File: src/rtl/edge_pkg.sv
// Shared definitions for the edge-detector pipeline: scan FSM states,
// default image geometry (also used by the downstream line buffers) and a
// small sizing helper for the blanking counter.
package edge_pkg;

  // Default frame geometry shared across the pipeline
  localparam int DEF_IMG_W  = 64;
  localparam int DEF_IMG_H  = 64;
  localparam int DEF_HBLANK = 4;
  localparam int DEF_VBLANK = 8;
  localparam int DEF_ADDR_W = 12;

  // Raster scan controller states
  typedef enum logic [1:0] {
    S_IDLE,
    S_ACTIVE,
    S_HBLANK,
    S_VBLANK
  } scan_state_t;

  // Width of a counter that must reach max(hb, vb)-1; never narrower than
  // one bit so the counter still exists when both blankings are zero.
  function automatic int blank_cnt_width(input int hb, input int vb);
    int m;
    m = (hb > vb) ? hb : vb;
    if (m < 1) m = 1;
    return $clog2(m + 1);
  endfunction

endpackage

File: src/rtl/pixel_scan_gen_rise_detect.sv
// Single-bit rising-edge detector for signals already in the local clock
// domain (e.g. a divided clock produced by a divider on the same clock).
// No synchroniser: the input is assumed to be a register of this domain.
module rise_detect (
  input  logic origin_clk,
  input  logic reset,
  input  logic sig_i,
  output logic rise_o
);

  logic sig_d_q;

  // Remember last cycle's level; cleared so a high input at reset
  // release is seen as a rising edge.
  always_ff @(posedge origin_clk or negedge reset) begin
    if (!reset) begin
      sig_d_q <= 1'b0;
    end else begin
      sig_d_q <= sig_i;
    end
  end

  assign rise_o = sig_i & ~sig_d_q;

endmodule

File: src/rtl/pixel_scan_gen.sv
// Raster-scan pixel timing generator. Turns rising edges of the divided
// clock into pixel ticks and walks an IMG_W x IMG_H frame with horizontal
// and vertical blanking, emitting frame-buffer read strobes, the read
// address, pixel coordinates and line/frame markers.
module pixel_scan_gen
  import edge_pkg::*;
#(
  parameter int IMG_W  = DEF_IMG_W,
  parameter int IMG_H  = DEF_IMG_H,
  parameter int HBLANK = DEF_HBLANK,
  parameter int VBLANK = DEF_VBLANK,
  parameter int ADDR_W = DEF_ADDR_W
) (
  input  logic                       origin_clk,
  input  logic                       reset,
  input  logic                       div_clk_i,
  input  logic                       start_i,
  input  logic                       continuous_i,
  output logic                       rd_en_o,
  output logic [ADDR_W-1:0]          rd_addr_o,
  output logic [$clog2(IMG_W)-1:0]   pix_x_o,
  output logic [$clog2(IMG_H)-1:0]   pix_y_o,
  output logic                       line_start_o,
  output logic                       frame_start_o,
  output logic                       frame_end_o,
  output logic                       busy_o
);

  localparam int XW = $clog2(IMG_W);
  localparam int YW = $clog2(IMG_H);
  localparam int BW = blank_cnt_width(HBLANK, VBLANK);

  localparam logic [XW-1:0] X_LAST = XW'(IMG_W - 1);
  localparam logic [YW-1:0] Y_LAST = YW'(IMG_H - 1);
  localparam logic [BW-1:0] H_LAST = BW'((HBLANK > 0) ? HBLANK - 1 : 0);
  localparam logic [BW-1:0] V_LAST = BW'((VBLANK > 0) ? VBLANK - 1 : 0);

  // Scan position of the next pixel to be emitted
  scan_state_t       state_q;
  logic [XW-1:0]     x_q;
  logic [YW-1:0]     y_q;
  logic [ADDR_W-1:0] addr_q;
  logic [BW-1:0]     blank_q;

  // Registered copies of everything presented on the outputs
  logic              rd_en_q;
  logic [ADDR_W-1:0] rd_addr_q;
  logic [XW-1:0]     pix_x_q;
  logic [YW-1:0]     pix_y_q;
  logic              line_start_q;
  logic              frame_start_q;
  logic              frame_end_q;
  logic              busy_q;

  logic tick;
  logic last_x;
  logic last_y;
  logic emit;

  rise_detect u_tick (
    .origin_clk (origin_clk),
    .reset      (reset),
    .sig_i      (div_clk_i),
    .rise_o     (tick)
  );

  assign last_x = (x_q == X_LAST);
  assign last_y = (y_q == Y_LAST);

  // A pixel goes out on every tick in ACTIVE, and on the tick that
  // leaves IDLE so (0,0) is read without waiting a further tick.
  assign emit = tick && ((state_q == S_ACTIVE) ||
                         ((state_q == S_IDLE) && start_i));

  // Scan FSM: position counters, blanking counter and registered outputs.
  // Pulses default low every cycle so they last exactly one cycle; the
  // address/coordinate outputs hold until the next emitted pixel.
  always_ff @(posedge origin_clk or negedge reset) begin
    if (!reset) begin
      state_q       <= S_IDLE;
      x_q           <= '0;
      y_q           <= '0;
      addr_q        <= '0;
      blank_q       <= '0;
      rd_en_q       <= 1'b0;
      rd_addr_q     <= '0;
      pix_x_q       <= '0;
      pix_y_q       <= '0;
      line_start_q  <= 1'b0;
      frame_start_q <= 1'b0;
      frame_end_q   <= 1'b0;
      busy_q        <= 1'b0;
    end else begin
      rd_en_q       <= 1'b0;
      line_start_q  <= 1'b0;
      frame_start_q <= 1'b0;
      frame_end_q   <= 1'b0;

      if (emit) begin
        rd_en_q       <= 1'b1;
        rd_addr_q     <= addr_q;
        pix_x_q       <= x_q;
        pix_y_q       <= y_q;
        line_start_q  <= (x_q == '0);
        frame_start_q <= (x_q == '0) && (y_q == '0);
        frame_end_q   <= last_x && last_y;
        busy_q        <= 1'b1;

        if (!last_x) begin
          x_q     <= x_q + 1'b1;
          addr_q  <= addr_q + 1'b1;
          state_q <= S_ACTIVE;
        end else if (!last_y) begin
          x_q     <= '0;
          y_q     <= y_q + 1'b1;
          addr_q  <= addr_q + 1'b1;
          state_q <= (HBLANK > 0) ? S_HBLANK : S_ACTIVE;
        end else begin
          // Last pixel of the frame: address wraps here rather than by
          // recomputation, so the counters are ready for the next frame.
          x_q    <= '0;
          y_q    <= '0;
          addr_q <= '0;
          if (VBLANK > 0) begin
            state_q <= S_VBLANK;
          end else if (continuous_i) begin
            state_q <= S_ACTIVE;
          end else begin
            state_q <= S_IDLE;
            busy_q  <= 1'b0;
          end
        end
      end else if (tick) begin
        case (state_q)
          S_HBLANK: begin
            if (blank_q == H_LAST) begin
              blank_q <= '0;
              state_q <= S_ACTIVE;
            end else begin
              blank_q <= blank_q + 1'b1;
            end
          end
          S_VBLANK: begin
            // continuous is only consulted here, so dropping it mid-frame
            // still lets the current frame finish.
            if (blank_q == V_LAST) begin
              blank_q <= '0;
              if (continuous_i) begin
                state_q <= S_ACTIVE;
              end else begin
                state_q <= S_IDLE;
                busy_q  <= 1'b0;
              end
            end else begin
              blank_q <= blank_q + 1'b1;
            end
          end
          default: begin
          end
        endcase
      end
    end
  end

  assign rd_en_o       = rd_en_q;
  assign rd_addr_o     = rd_addr_q;
  assign pix_x_o       = pix_x_q;
  assign pix_y_o       = pix_y_q;
  assign line_start_o  = line_start_q;
  assign frame_start_o = frame_start_q;
  assign frame_end_o   = frame_end_q;
  assign busy_o        = busy_q;

endmodule

File: config.mk
export PLATFORM = sky130hd
export DESIGN_NAME = pixel_scan_gen
export DESIGN_NICKNAME = d
export VERILOG_FILES = /design/src/rtl/edge_pkg.sv /design/src/rtl/pixel_scan_gen_rise_detect.sv /design/src/rtl/pixel_scan_gen.sv
export SDC_FILE = /design/constraint.sdc
export NUM_CORES = 1
export LEC_CHECK = 0
export BUFFER_PORTS_ARGS = -buffer_cell sky130_fd_sc_hd__buf_2
export CELL_PAD_IN_SITES_DETAIL_PLACEMENT = 1
export CELL_PAD_IN_SITES_GLOBAL_PLACEMENT = 2
export CORE_ASPECT_RATIO = 1.1
export CORE_MARGIN = 2
export CORE_UTILIZATION = 36
export DETAILED_ROUTE_END_ITERATION = 6
export PLACE_DENSITY = 0.85
export SLEW_MARGIN = 20
export SYNTH_ARGS = -nofsm -noshare
export SYNTH_HDL_FRONTEND = slang
export SYNTH_SLANG_ARGS = --single-unit
File: constraint.sdc
create_clock -name origin_clk -period 2.3 [get_ports origin_clk]
set_input_delay 0.115 -clock origin_clk [delete_from_list [all_inputs] [get_ports origin_clk]]
set_output_delay 0.115 -clock origin_clk [all_outputs]
set_load 0.01 [all_outputs]
# Yosys cells after proc, flatten, opt, wreduce, memory -nomap -nowiden
# Cells that the tools add are included.
classes:
  n_addsub: 4
  n_eq_ne: 10
  reduce_logical: 17
  bitwise_logic: 3
  n_mux: 24
op_table:
  columns: ["cell", "count"]
  rows:
  - ["12-bit 2-to-1 mux", 2]
  - ["12-bit by 1-bit adder with 12-bit output (second input constant)", 1]
  - ["6-bit by 1-bit adder with 6-bit output (second input constant)", 2]
  - ["6-bit == test (second input constant)", 2]
  - ["6-bit zero test", 2]
  - ["6-bit 2-to-1 mux", 2]
  - ["1-bit 2-to-1 mux", 11]
  - ["2-bit 2-to-1 mux", 5]
  - ["4-bit 2-to-1 mux", 2]
  - ["4-bit case mux with 2 select lines", 1]
  - ["4-bit AND reduction", 2]
  - ["2-bit nonzero test", 4]
  - ["3-bit != test (second input constant)", 2]
  - ["4-bit by 1-bit adder with 4-bit output (second input constant)", 1]
  - ["2-bit == test (second input constant)", 2]
  - ["4-bit by 2-bit == test with 1-bit output (second input constant)", 1]
  - ["4-bit by 3-bit == test with 1-bit output (second input constant)", 1]
  - ["1-bit logical AND", 4]
  - ["2-bit case mux with 2 select lines", 1]
  - ["3-bit AND reduction", 1]
  - ["3-bit nonzero test", 1]
  - ["2-bit by 1-bit == test with 1-bit output (second input constant)", 1]
  - ["2-bit zero test", 1]
  - ["2-bit by 1-bit != test with 1-bit output (second input constant)", 1]
  - ["4 further kinds", 5]
word_totals:
  register_bits: 60
  output_inout_bits: 29
  wordCells: 72

# Longest topological paths before layout
# Gate-level depths: netlist of the first run.
logic_depth:
  ltp_word: 6
  depth_mapped: 7
  ltp_nobuf: 5

# By module
# A second synthesis of the first run with hierarchy kept.
unflattened:
  cells_unflattened: 273
  area_unflattened_um2: 2666.3
modules_own_cells:
  columns: ["module", "area_each_um2", "cells_each", "n_inst"]
  rows:
  - ["pixel_scan_gen", 2627.5, 271, 1]
  - ["rise_detect", 38.8, 2, 1]

# Worst setup path before layout of the first run
# OpenSTA, ideal clock, no wires.
synth_path:
  path_kind: "register -> register"
  start: "register state_q[1]"
  end: "register addr_q[11]"
  setup_slack_ns: 0.548
  required_ns: 2.227
  arrival_time_ns: 1.679
  stages_incl_launch_ff: 6
  cell_sequence: "dfrtp_1 -> buf_4 -> nand4b_4 -> or4_4 -> or3_1 -> a21oi_2"
synth_between:
  elab_chain_cells: 4
  word_cells_on_any_way: 5
  classes_between: "eq/ne: 1; reduce/logical: 4"
synth_rtl:
  columns: ["item", "line", "text"]
  rows:
  - ["start: declaration", "pixel_scan_gen.sv:39", "scan_state_t state_q;"]
  - ["start signal: assignment", "pixel_scan_gen.sv:117", "state_q <= (HBLANK > 0) ? S_HBLANK : S_ACTIVE;"]
  - ["2-bit zero test", "pixel_scan_gen.sv:73", "((state_q == S_IDLE) && start_i));"]
  - ["1-bit logical AND", "pixel_scan_gen.sv:73", null]
  - ["1-bit logical OR (*)", "pixel_scan_gen.sv:72", "assign emit = tick && ((state_q == S_ACTIVE) ||"]
  - ["1-bit logical AND (*)", "pixel_scan_gen.sv:72", null]
  - ["end signal: assignment", "pixel_scan_gen.sv:111", "addr_q <= addr_q + 1'b1;"]
  - ["end signal: assignment", "pixel_scan_gen.sv:116", "addr_q <= addr_q + 1'b1;"]
  - ["end: declaration", "pixel_scan_gen.sv:42", "logic [ADDR_W-1:0] addr_q;"]
# Mark *: on every way between the ends. The rest lies on a longest branch, timed or not.
# A chain may end at the register's enable or synchronous reset.

# Final worst setup path of the first run
layout_path:
  start: "register u_tick.sig_d_q"
  end: "register addr_q[2]"
layout_between:
  elab_chain_cells: 3
layout_rtl:
  columns: ["item", "line", "text"]
  rows:
  - ["start: declaration", "pixel_scan_gen_rise_detect.sv:11", "logic sig_d_q;"]
  - ["start signal: assignment", "pixel_scan_gen_rise_detect.sv:19", "sig_d_q <= sig_i;"]
  - ["1-bit NOT", "pixel_scan_gen_rise_detect.sv:23", "assign rise_o = sig_i & ~sig_d_q;"]
  - ["1-bit bitwise AND", "pixel_scan_gen_rise_detect.sv:23", null]
  - ["1-bit logical AND", "pixel_scan_gen.sv:72", null]
# No other way between the ends.

==> metrics.yaml, run 1 <==
synth:
  synth-edff-count: 0
  synth_top_area_cell: "dfrtp_1"
  avgSynthCellArea_um2: 9.700
  yosysSeqAreaShare_pct: 55.48
  synth-seq-cells: 60
  ys_types: 42
  ys.flop_type: "dfrtp_1"
  synth_nets: 290
  syn-cell-area_mm2: 0.002706
  async_reset_ff_share_pct: 100.0
  ys_top_cells_by_count: "72 x nand2_1, 60 x dfrtp_1, 25 x o21ai_0"
  netlist.area_leader.share_pct: 55.48
  synth_area_leaders: "dfrtp_1 55%, nand2_1 10%, o21ai_0 4.6%"
  yosysWarnings: 0
  netlist_instances: 279
  synth_most_common_cell: "nand2_1"
timing:
  setup_viol: 0
  final_hold_viol_count: 0
  rsz0062_at_grt: "no"
  tightestPinTransition_ns: 0.6502
  skew_ns: 0.006100
  finalCritPeriodShare_pct: 88.06
  period_minus_slack_ns: 2.025
  fin_tns_setup_ns: 0
  fmax_mhz: 493.7
  setup_ws_ns: 0.2747
  timing.hold.ws_ns: 0.03246
  slew_headroom_pct: 56.65
  finalMaxSlewViolations: 0
clock_tree:
  clk_pin_slew_ns: 0.07
  cts_buffers: 9
  clockRootBuffer: "clkbuf_8"
  cts_tree: "yes"
  cts_setup_buffers: 0
  cts_buffer_depth: 2
  ctsResizeCount: 0
  clock_sinks: 60
  postCtsHoldBufs: 2
  htree_num_levels: 3
  clk-insertion-delay-late_ns: 0.34
placement:
  place_ws_ns: 0.2525
  place.gp.congestion: 0.7311
  io_buffers: 33
  placed_cells_incl_taps: 394
  place_hpwl_um: 4225
  dpl_cell_area_mm2: 0.002980
floorplan:
  start_util_pct: 36.62
  placementRows: 33
  io_pins: 34
  die_h_um: 94.94
  die_w_um: 86.67
  core_mm2: 0.007391
  die-area_mm2: 0.008228
setup_path:
  critPathMaxFanout: 19
  reg2regPathDepth: 6
  cp-start-kind: "register"
  endpoint_kind: "register"
  worst-setup-path-type: "reg -> reg"
  arrival_ns: 2.25
  crit_required_ns: 2.53
finish:
  fin_cells: 412
  drive_gt1_share_pct: 20.31
  finish.net_count: 331
  syn_to_final_growth_pct: 17.15
  fin_util_pct: 42.90
  design_area_mm2: 0.003171
  antenna_cells: 0
power:
  swShare_pct: 32.28
  p_clk_share_pct: 29.0
  leakage_nw: 1.551
  p_seq_share_pct: 51.2
  peakVddDrop_v: 0.0003075
  power_switching_mw: 0.9207
  p_int_mw: 1.931
  pwr_density_cell_mw_per_mm2: 899.5
  share_comb_of_total_power_pct: 19.8
  total_power_mw: 2.852
route:
  ant_nets: 0
  drcViolationCount: 0
  drtPass1Iterations: 4
  viasPerCell: 5.051
  routedWlPerCell_um: 14.61
  vias: 2081
  drt_iter0_drc: 52
  wl_um: 6021
job:
  cap_violations: 0
global_route:
  track_usage_pct: 16.69
  grt-ovfl-total: 0
  grt_pass1_vias: 2159
  grt_max_degree: 31
  grt_pass1_wl_um: 10480
  antenna_found_initial: 0
run_status:
  status: "finished, final reports clean"
hold_path:
  hold_depth: 3
  hold_path_class: "in -> reg"
[layout by cell type, fill, tap and decap left out, drive strengths merged]
cell         synthesis  layout
nand2               72      72
dfrtp               60      60
buf                  5      42
o21ai               25      25
clkbuf               9      12
inv                 10      10
nand3               10      10
nor2                10      10
xnor2                9       9
or3                  7       7
a21oi                7       7
nor4                 6       6
ha                   6       6
and3                 5       5
o31ai                4       4
nor3                 4       4
nand4                3       3
or4                  3       3
nand2b               2       2
or2                  2       2
and2                 2       2
nor2b                2       2
a22o                 2       2
nor4b                2       2
clkinvlp             0       2
clkinv               0       2
dlygate4sd3          0       2
nand4b               2       2
or4b                 1       1
nand3b               1       1
o22a                 1       1
a2111o               1       1
o41ai                1       1
xor2                 1       1
mux2                 1       1
a21o                 1       1
a22oi                1       1
a211o                1       1
[final timing paths]
kind	slack (ns)	end	startpoint
setup reg to reg	0.27	addr_q[2]	u_tick.sig_d_q
hold / removal	0.03	busy_o	continuous_i
min in group asynchronous	0.34	rd_addr_o[7]	reset
hold reg to reg	0.47	rd_addr_o[5]	rd_addr_o[5]
setup / recovery	0.27	addr_q[2]	u_tick.sig_d_q
max in group asynchronous	1.27	addr_q[9]	reset
[cell type report]
class / count / area [um^2]
Clock buffer: 12 / 145.1
Clock inverter: 4 / 25.02
Fill cell: 861 / 4220
Inverter: 10 / 37.54
Multi-Input combinational cell: 195 / 1100
Sequential cell: 60 / 1501
Tap cell: 87 / 108.9
Timing Repair Buffer: 44 / 252.7
[worst max-delay path: stages, from the launching register on]
cell	delay, ns
dfrtp_1	0.38
nand2b_1	0.33
or3_1	0.49
buf_4	0.23
nor3_2	0.19
buf_4	0.23
nor2_1	0.07
[layer usage]
layer | vias to the layer above | track usage (%) | share of wire, % | wire length [um]
met5 | - | 0 | 0 | 0
met4 | 0 | 8.984 | 2.5 | 149
met3 | 9 | 3.234 | 2.4 | 143
met2 | 30 | 27.24 | 49 | 2979
met1 | 1011 | 20.78 | 46 | 2749
li1 | 1031 | - | - | -
[flip-flops by register name, indices dropped and copies added (netlist names)]
register        count
addr_q             12
blank_q             4
busy_o              1
frame_end_o         1
frame_start_o       1
line_start_o        1
pix_x_o             6
pix_y_o             6
rd_addr_o          12
rd_en_o             1
state_q             2
u_tick.sig_d_q      1
x_q                 6
y_q                 6
[power groups by stage]
stage	registers [mW]	clock network [mW]	logic [mW]
after detailed placement	1.49	0	0.572
final	1.46	0.827	0.565
after floorplan	1.49	0	0.318
after CTS	1.47	0.856	0.582
after global placement	1.47	0	0.549
after global routing	1.50	0.904	0.668
[logic make-up after synthesis]
kind of cell,Yosys count,share of synthesized area [%]
buffers and inverters,24,3.883
multiplexers,1,0.4161
AO/OA/AOI/OAI,44,9.802
flip-flops,60,55.48
AND/OR/NAND/NOR,134,24.41
XOR/XNOR,10,3.236
adder cells (fa/ha/maj),6,2.774
Note: power is estimated with default switching activity, not from simulation.
==> run 2: changes to the inputs <==
--- a/config.mk
+++ b/config.mk
@@ -10,9 +10,9 @@
 export CELL_PAD_IN_SITES_GLOBAL_PLACEMENT = 2
 export CORE_ASPECT_RATIO = 1.1
 export CORE_MARGIN = 2
-export CORE_UTILIZATION = 36
+export CORE_UTILIZATION = 39
 export DETAILED_ROUTE_END_ITERATION = 6
-export PLACE_DENSITY = 0.85
+export PLACE_DENSITY = 0.91
 export SLEW_MARGIN = 20
 export SYNTH_ARGS = -nofsm -noshare
 export SYNTH_HDL_FRONTEND = slang
==> constraint.sdc (replaced) <==
create_clock -name origin_clk -period 2.35 [get_ports origin_clk]
set_input_delay 0.1175 -clock origin_clk [delete_from_list [all_inputs] [get_ports origin_clk]]
set_output_delay 0.1175 -clock origin_clk [all_outputs]
set_load 0.01 [all_outputs]
==> run 2 against run 1 <==
  * Register-to-register slack better by 0.18 ns
  * Setup slack better by 0.18 ns
  * Combinational power shrank 1%
  * Critical path depth down 1
  * Highest routed layer unchanged
  * Design area shrank 0.24%
  * Sequential cell count stayed put
  * Sequential power barely moved
  * Non-clock buffer count is the same
  * Critical path type unchanged
  * Final cell count decreased by 1.7%
==> metrics.yaml, run 2 (synthesis results as in run 1) <==
power:
  p_int_mw: 1.878  # -2.8%
  power_switching_mw: 0.8965  # -2.6%
  p_clk_share_pct: 28.1  # -0.9 points
  share_comb_of_total_power_pct: 20.1  # +0.3 points
  swShare_pct: 32.31  # about the same
  p_seq_share_pct: 51.8  # +0.6 points
  total_power_mw: 2.774  # -2.7%
  leakage_nw: 1.559  # +0.49%
  pwr_density_cell_mw_per_mm2: 877.1  # -2.5%
  peakVddDrop_v: 0.0004084  # +33%
floorplan:
  die-area_mm2: 0.007623  # -7.4%
  placementRows: 31  # -6.1%
  die_w_um: 83.43  # -3.7%
  io_pins: 34  # unchanged
  start_util_pct: 40.57  # +3.9 points
  core_mm2: 0.006671  # -9.7%
  die_h_um: 91.37  # -3.8%
finish:
  syn_to_final_growth_pct: 16.87
  finish.net_count: 331  # unchanged
  drive_gt1_share_pct: 20.12  # -0.18 points
  final_cell_mix: "72 x nand2_1, 60 x dfrtp_1, 33 x buf_2, 25 x o21ai_0"
  multi_input_area_mm2: 0.001100  # unchanged
  seq_area_mm2: 0.001501  # unchanged
  antenna_cells: 0  # unchanged
  final_common_cell: "nand2_1"
  fin_util_pct: 47.41  # +4.5 points
  nFillCells: 785  # -8.8%
global_route:
  antenna_found_initial: 0  # unchanged
  grt_pass1_wl_um: 10740  # +2.4%
  grt-ovfl-total: 0  # unchanged
  grt_max_degree: 35  # +13%
  grt_pass1_vias: 2295  # +6.3%
  track_usage_pct: 17.80  # +1.1 points
clock_tree:
  cts_buffers: 9  # unchanged
  cts_buffer_depth: 2  # unchanged
  clock_sinks: 60  # unchanged
  clockRootBuffer: "clkbuf_8"
  ctsResizeCount: 0  # unchanged
  cts_tree: "yes"
  htree_num_levels: 3  # unchanged
  clk-insertion-delay-late_ns: 0.34  # about the same
  clk_pin_slew_ns: 0.06  # about the same
timing:
  slew_headroom_pct: 57.38  # +0.72 points
  period_minus_slack_ns: 1.895  # -0.1307 ns
  rsz0062_at_grt: "no"
  skew_ns: 0.004622  # -0.001478 ns
  fin_tns_setup_ns: 0  # unchanged
  tightestPinTransition_ns: 0.6394  # -0.01087 ns
  setup_viol: 0  # unchanged
  finalMaxSlewViolations: 0  # unchanged
  final_hold_viol_count: 0  # unchanged
  finalCritPeriodShare_pct: 80.62  # -7.4 points
  fmax_mhz: 527.8  # +6.9%
placement:
  place_hpwl_um: 4323  # +2.3%
  io_buffers: 33  # unchanged
  place.gp.congestion: 0.7824  # +7.0%
setup_path:
  cp-startpoint: "state_q[1]"
  arrival_ns: 2.11  # -0.14 ns
  r2r_start: "state_q[1]"
  critPathMaxFanout: 17  # -2
  reg2reg_slack_ns: 0.46  # +0.18 ns
  worst-setup-path-type: "reg -> reg"
  crit_required_ns: 2.57  # +0.04 ns
  endpoint_kind: "register"
  cp-start-kind: "register"
route:
  drtPass1Iterations: 5  # +1
  routedWlPerCell_um: 15.02  # +2.8%
  ant_nets: 0  # unchanged
  wl_um: 6083  # +1.0%
  vias: 2134  # +2.5%
  drt_iter0_drc: 101  # +94%
  viasPerCell: 5.269  # +4.3%
  drcViolationCount: 0  # unchanged
hold_path:
  worstHoldStart: "continuous_i"
  hold_path_class: "in -> reg"
run_status:
  status: "finished, final reports clean"
job:
  cap_violations: 0  # unchanged
==> run 2: changes by cell type in the layout (fill, tap and decap cells not counted), sizes merged <==
cell / change
clkinv: +1
clkbuf: -1
clkinvlp: -2
==> run 2: path summary, 6_finish.rpt <==
path / cells after the start / end
setup / recovery: 5 / x_q[4]
hold / removal: 3 / busy_o
setup reg to reg: 5 / x_q[4]
hold reg to reg: 2 / rd_addr_o[1]
max in group asynchronous: 3 / addr_q[2]
min in group asynchronous: 2 / x_q[0]
==> run 2: timing repair <==
item | in CTS | in global routing
hold buffers | 2 | 0
setup buffers | 0 | 0
endpoints found under the setup margin | 0 | 0
hold endpoints to repair | 27 | 0
==> run 2: power by group through the flow <==
stage	Combinational, mW	Sequential (mW)	Clock (mW)
2_1_floorplan	0.312	1.46	0
6_report	0.558	1.44	0.779
5_1_grt	0.638	1.48	0.847
3_5_place_dp	0.568	1.46	0
3_3_place_gp	0.545	1.45	0
4_1_cts	0.573	1.44	0.809
==> run 2: worst max-delay path, cell delays in order (launching register included) <==
cell	delay [ns]
dfrtp_1	0.50
or3_1	0.43
inv_1	0.39
buf_4	0.24
nand2_1	0.07
xnor2_1	0.13
==> run 2: metrics by stage <==
step | hold slack, ns | setup WS, ns | area [um^2] | cells
2_1_floorplan | -0.1781 | 0.5981 | 2706 | 279
3_3_place_gp | 0.1773 | 0.5175 | 2987 | 389
3_5_place_dp | 0.1783 | 0.4493 | 2987 | 389
4_1_cts | 0.009836 | 0.4347 | 3163 | 405
5_1_grt | 0.04167 | 0.2855 | 3163 | 405
6_report | 0.02959 | 0.4553 | 3163 | 405
==> run 2: layout make-up <==
type	instances	share of cell area [%]
well taps	82	3.244
clock buffers	11	4.470
inverters	10	1.187
clock inverters	3	0.4747
multi-input cells	195	34.77
flip-flops and latches	60	47.47
repair buffers	44	8.386
==> run 2: per-layer routing <==
metal  global-route usage, %  share of wire [%]
met4                   9.543                2.5
met5                       0                  0
met3                   3.364                3.0
met2                   30.44                 52
met1                   21.16                 43
==> run 3: changes to the inputs <==
--- a/config.mk
+++ b/config.mk
@@ -10,9 +10,9 @@
 export CELL_PAD_IN_SITES_GLOBAL_PLACEMENT = 2
 export CORE_ASPECT_RATIO = 1.1
 export CORE_MARGIN = 2
-export CORE_UTILIZATION = 39
+export CORE_UTILIZATION = 32
 export DETAILED_ROUTE_END_ITERATION = 6
-export PLACE_DENSITY = 0.91
+export PLACE_DENSITY = 0.81
 export SLEW_MARGIN = 20
 export SYNTH_ARGS = -nofsm -noshare
 export SYNTH_HDL_FRONTEND = slang
==> constraint.sdc (replaced) <==
create_clock -name origin_clk -period 1.6 [get_ports origin_clk]
set_input_delay 0.08 -clock origin_clk [delete_from_list [all_inputs] [get_ports origin_clk]]
set_output_delay 0.08 -clock origin_clk [all_outputs]
set_load 0.01 [all_outputs]
==> run 3 against run 2 <==
  * Die area increased by 21%
  * Sequential power increased by 42%
  * Setup slack got worse by 0.50 ns
  * Total power increased by 62%
  * Hold slack improved by 0.21 ns
  * Highest routed layer unchanged
  * Clock power increased by 55%
  * Register-to-register slack got worse by 0.50 ns
  * Design area increased by 17%
  * The run now ends with setup timing left
  * Combinational power increased by 120%
  * Via count increased by 8.3%
  * Final cell count increased by 17%
==> metrics.yaml, run 3 (synthesis results as in run 1) <==
run_status:
  status: "complete, but fails checks"
  failed_checks: "setup timing"
power:
  total_power_mw: 4.482  # +62%
  pwr_density_cell_mw_per_mm2: 1213  # +38%
  leakage_nw: 1.776  # +14%
  swShare_pct: 32.02  # -0.29 points
  share_comb_of_total_power_pct: 27.3  # +7.2 points
  power_switching_mw: 1.435  # +60%
  p_clk_share_pct: 27.0  # -1.1 points
  p_seq_share_pct: 45.7  # -6.1 points
  peakVddDrop_v: 0.0004765  # +17%
  p_int_mw: 3.046  # +62%
finish:
  antenna_cells: 0  # unchanged
  finish.net_count: 368  # +11%
  final_common_cell: "nand2_1"
  fin_cells: 472  # +17%
  final_cell_mix: "72 x nand2_1, 60 x dfrtp_1, 35 x buf_4, 33 x buf_2, 22 x o21ai_0"
  syn_to_final_growth_pct: 36.57
  drive_gt1_share_pct: 36.29  # +16 points
  fin_util_pct: 44.66  # -2.8 points
  design_area_mm2: 0.003696  # +17%
placement:
  placed_cells_incl_taps: 446  # +15%
  place_ws_ns: -0.08659  # -0.5359 ns
  io_buffers: 33  # unchanged
  place_hpwl_um: 5069  # +17%
  dpl_cell_area_mm2: 0.003258  # +9.1%
  place.gp.congestion: 0.7810  # -0.18%
route:
  drtPass1Iterations: 4  # -1
  drt_iter0_drc: 76  # -25%
  wl_um: 7228  # +19%
  routedWlPerCell_um: 15.31  # +2.0%
  vias: 2312  # +8.3%
  ant_nets: 0  # unchanged
  drcViolationCount: 0  # unchanged
  viasPerCell: 4.898  # -7.0%
floorplan:
  die_h_um: 100.5  # +9.9%
  die_w_um: 91.69  # +9.9%
  die-area_mm2: 0.009210  # +21%
  io_pins: 34  # unchanged
  placementRows: 35  # +13%
  start_util_pct: 32.70  # -7.9 points
  core_mm2: 0.008277  # +24%
clock_tree:
  cts_tree: "yes"
  clock_sinks: 60  # unchanged
  cts_buffers: 9  # unchanged
  clk-insertion-delay-late_ns: 0.33  # about the same
  clk_pin_slew_ns: 0.07  # about the same
  cts_buffer_depth: 2  # unchanged
  clockRootBuffer: "clkbuf_8"
  htree_num_levels: 3  # unchanged
global_route:
  grt_pass1_vias: 2523  # +9.9%
  track_usage_pct: 16.57  # -1.2 points
  antenna_found_initial: 0  # unchanged
  grt_max_degree: 24  # -31%
  grt-ovfl-total: 0  # unchanged
  grt_pass1_wl_um: 12050  # +12%
timing:
  fin_tns_setup_ns: -0.4156  # -0.4156 ns
  slew_headroom_pct: 61.25  # +3.9 points
  skew_ns: 0.009153  # +0.004530 ns
  timing.hold.ws_ns: 0.2391  # +0.2095 ns
  period_minus_slack_ns: 1.645  # -0.2494 ns
  finalMaxSlewViolations: 0  # unchanged
  rsz0062_at_grt: "yes"
  tightestPinTransition_ns: 0.5813  # -0.05803 ns
  fmax_mhz: 607.8  # +15%
  setup_ws_ns: -0.04524  # -0.5006 ns
  setup_viol: 12  # +12
  final_hold_viol_count: 0  # unchanged
  finalCritPeriodShare_pct: 102.8  # +22 points
setup_path:
  arrival_ns: 1.86  # -0.25 ns
  crit_required_ns: 1.81  # -0.76 ns
  cpMostUsedCell: "buf_6"
  crit_cells: 6  # +1
  r2r_start: "u_tick.sig_d_q"
  worst-path-buf-inv: 2  # unchanged
  cp-startpoint: "u_tick.sig_d_q"
  critPathSlowestCell: "or3_4"
  cp-start-kind: "register"
  critPathMaxFanout: 7  # -10
  rr_endpoint: "y_q[3]"
  endpoint_kind: "register"
  crit_family: "simple AND/OR/NAND/NOR gates"
  reg2reg_slack_ns: -0.05  # -0.50 ns
  worst-setup-path-type: "reg -> reg"
  crit_path_end: "y_q[3]"
  reg2regPathDepth: 6  # +1
  crit_chain: "nand2b_4 > or3_4 > buf_6 > nor3_4 > buf_6 > a21oi_2"
  critPathMaxStageDelay_ns: 0.40  # -0.10 ns
hold_path:
  worstHoldStart: "div_clk_i"
  hold_path_class: "in -> reg"
job:
  cap_violations: 0  # unchanged
[run 3: per-layer routing]
layer | vias up | wire length (um) | GRT usage (%)
li1 | 1100 | - | -
met1 | 1173 | 3167 | 20.01
met2 | 30 | 3830 | 29.41
met3 | 9 | 130 | 2.468
met4 | 0 | 99 | 7.226
met5 | - | 0 | 0
[run 3: what timing repair did]
action | CTS | global route
cloned | 1 | 0
pin swaps | 6 | 11
hold endpoints to repair | 22 | 0
gates resized for setup | 14 | 36
setup endpoints to repair | 29 | 35
buffers inserted | 3 | 4
hold buffers | 3 | 0
[run 3: worst min path at each step]
stage            endpoint  slack, ns  depth (start not counted)
4_1_cts        state_q[1]       0.24                          4
5_1_grt        state_q[1]       0.27                          4
6_report       state_q[1]       0.24                          4
3_3_place_gp       x_q[1]       0.11                          1
3_5_place_dp       x_q[0]       0.12                          1
2_1_floorplan   addr_q[0]      -0.22                          0
[run 3: power groups by stage]
stage	Sequential [mW]	Combinational, mW	Clock (mW)
final	2.05	1.22	1.21
after global routing	2.10	1.36	1.30
after CTS	2.05	1.14	1.24
after detailed placement	2.07	1.10	0
after global placement	2.05	1.05	0
after floorplan	2.14	0.465	0
[run 3: layout make-up]
| class | count | area (um^2) |
|---|---|---|
| well taps | 111 | 138.9 |
| flip-flops and latches | 60 | 1501 |
| clock inverters | 2 | 10.01 |
| repair buffers | 81 | 591.8 |
| multi-input cells | 195 | 1257 |
| clock buffers | 13 | 158.9 |
| inverters | 10 | 37.54 |
| fillers | 953 | 4581 |
[run 3: worst min-delay path, stage by stage]
cell and delay (ns):
buf_2 0.13, nand2b_4 0.10, nor3_1 0.06, o22a_1 0.16
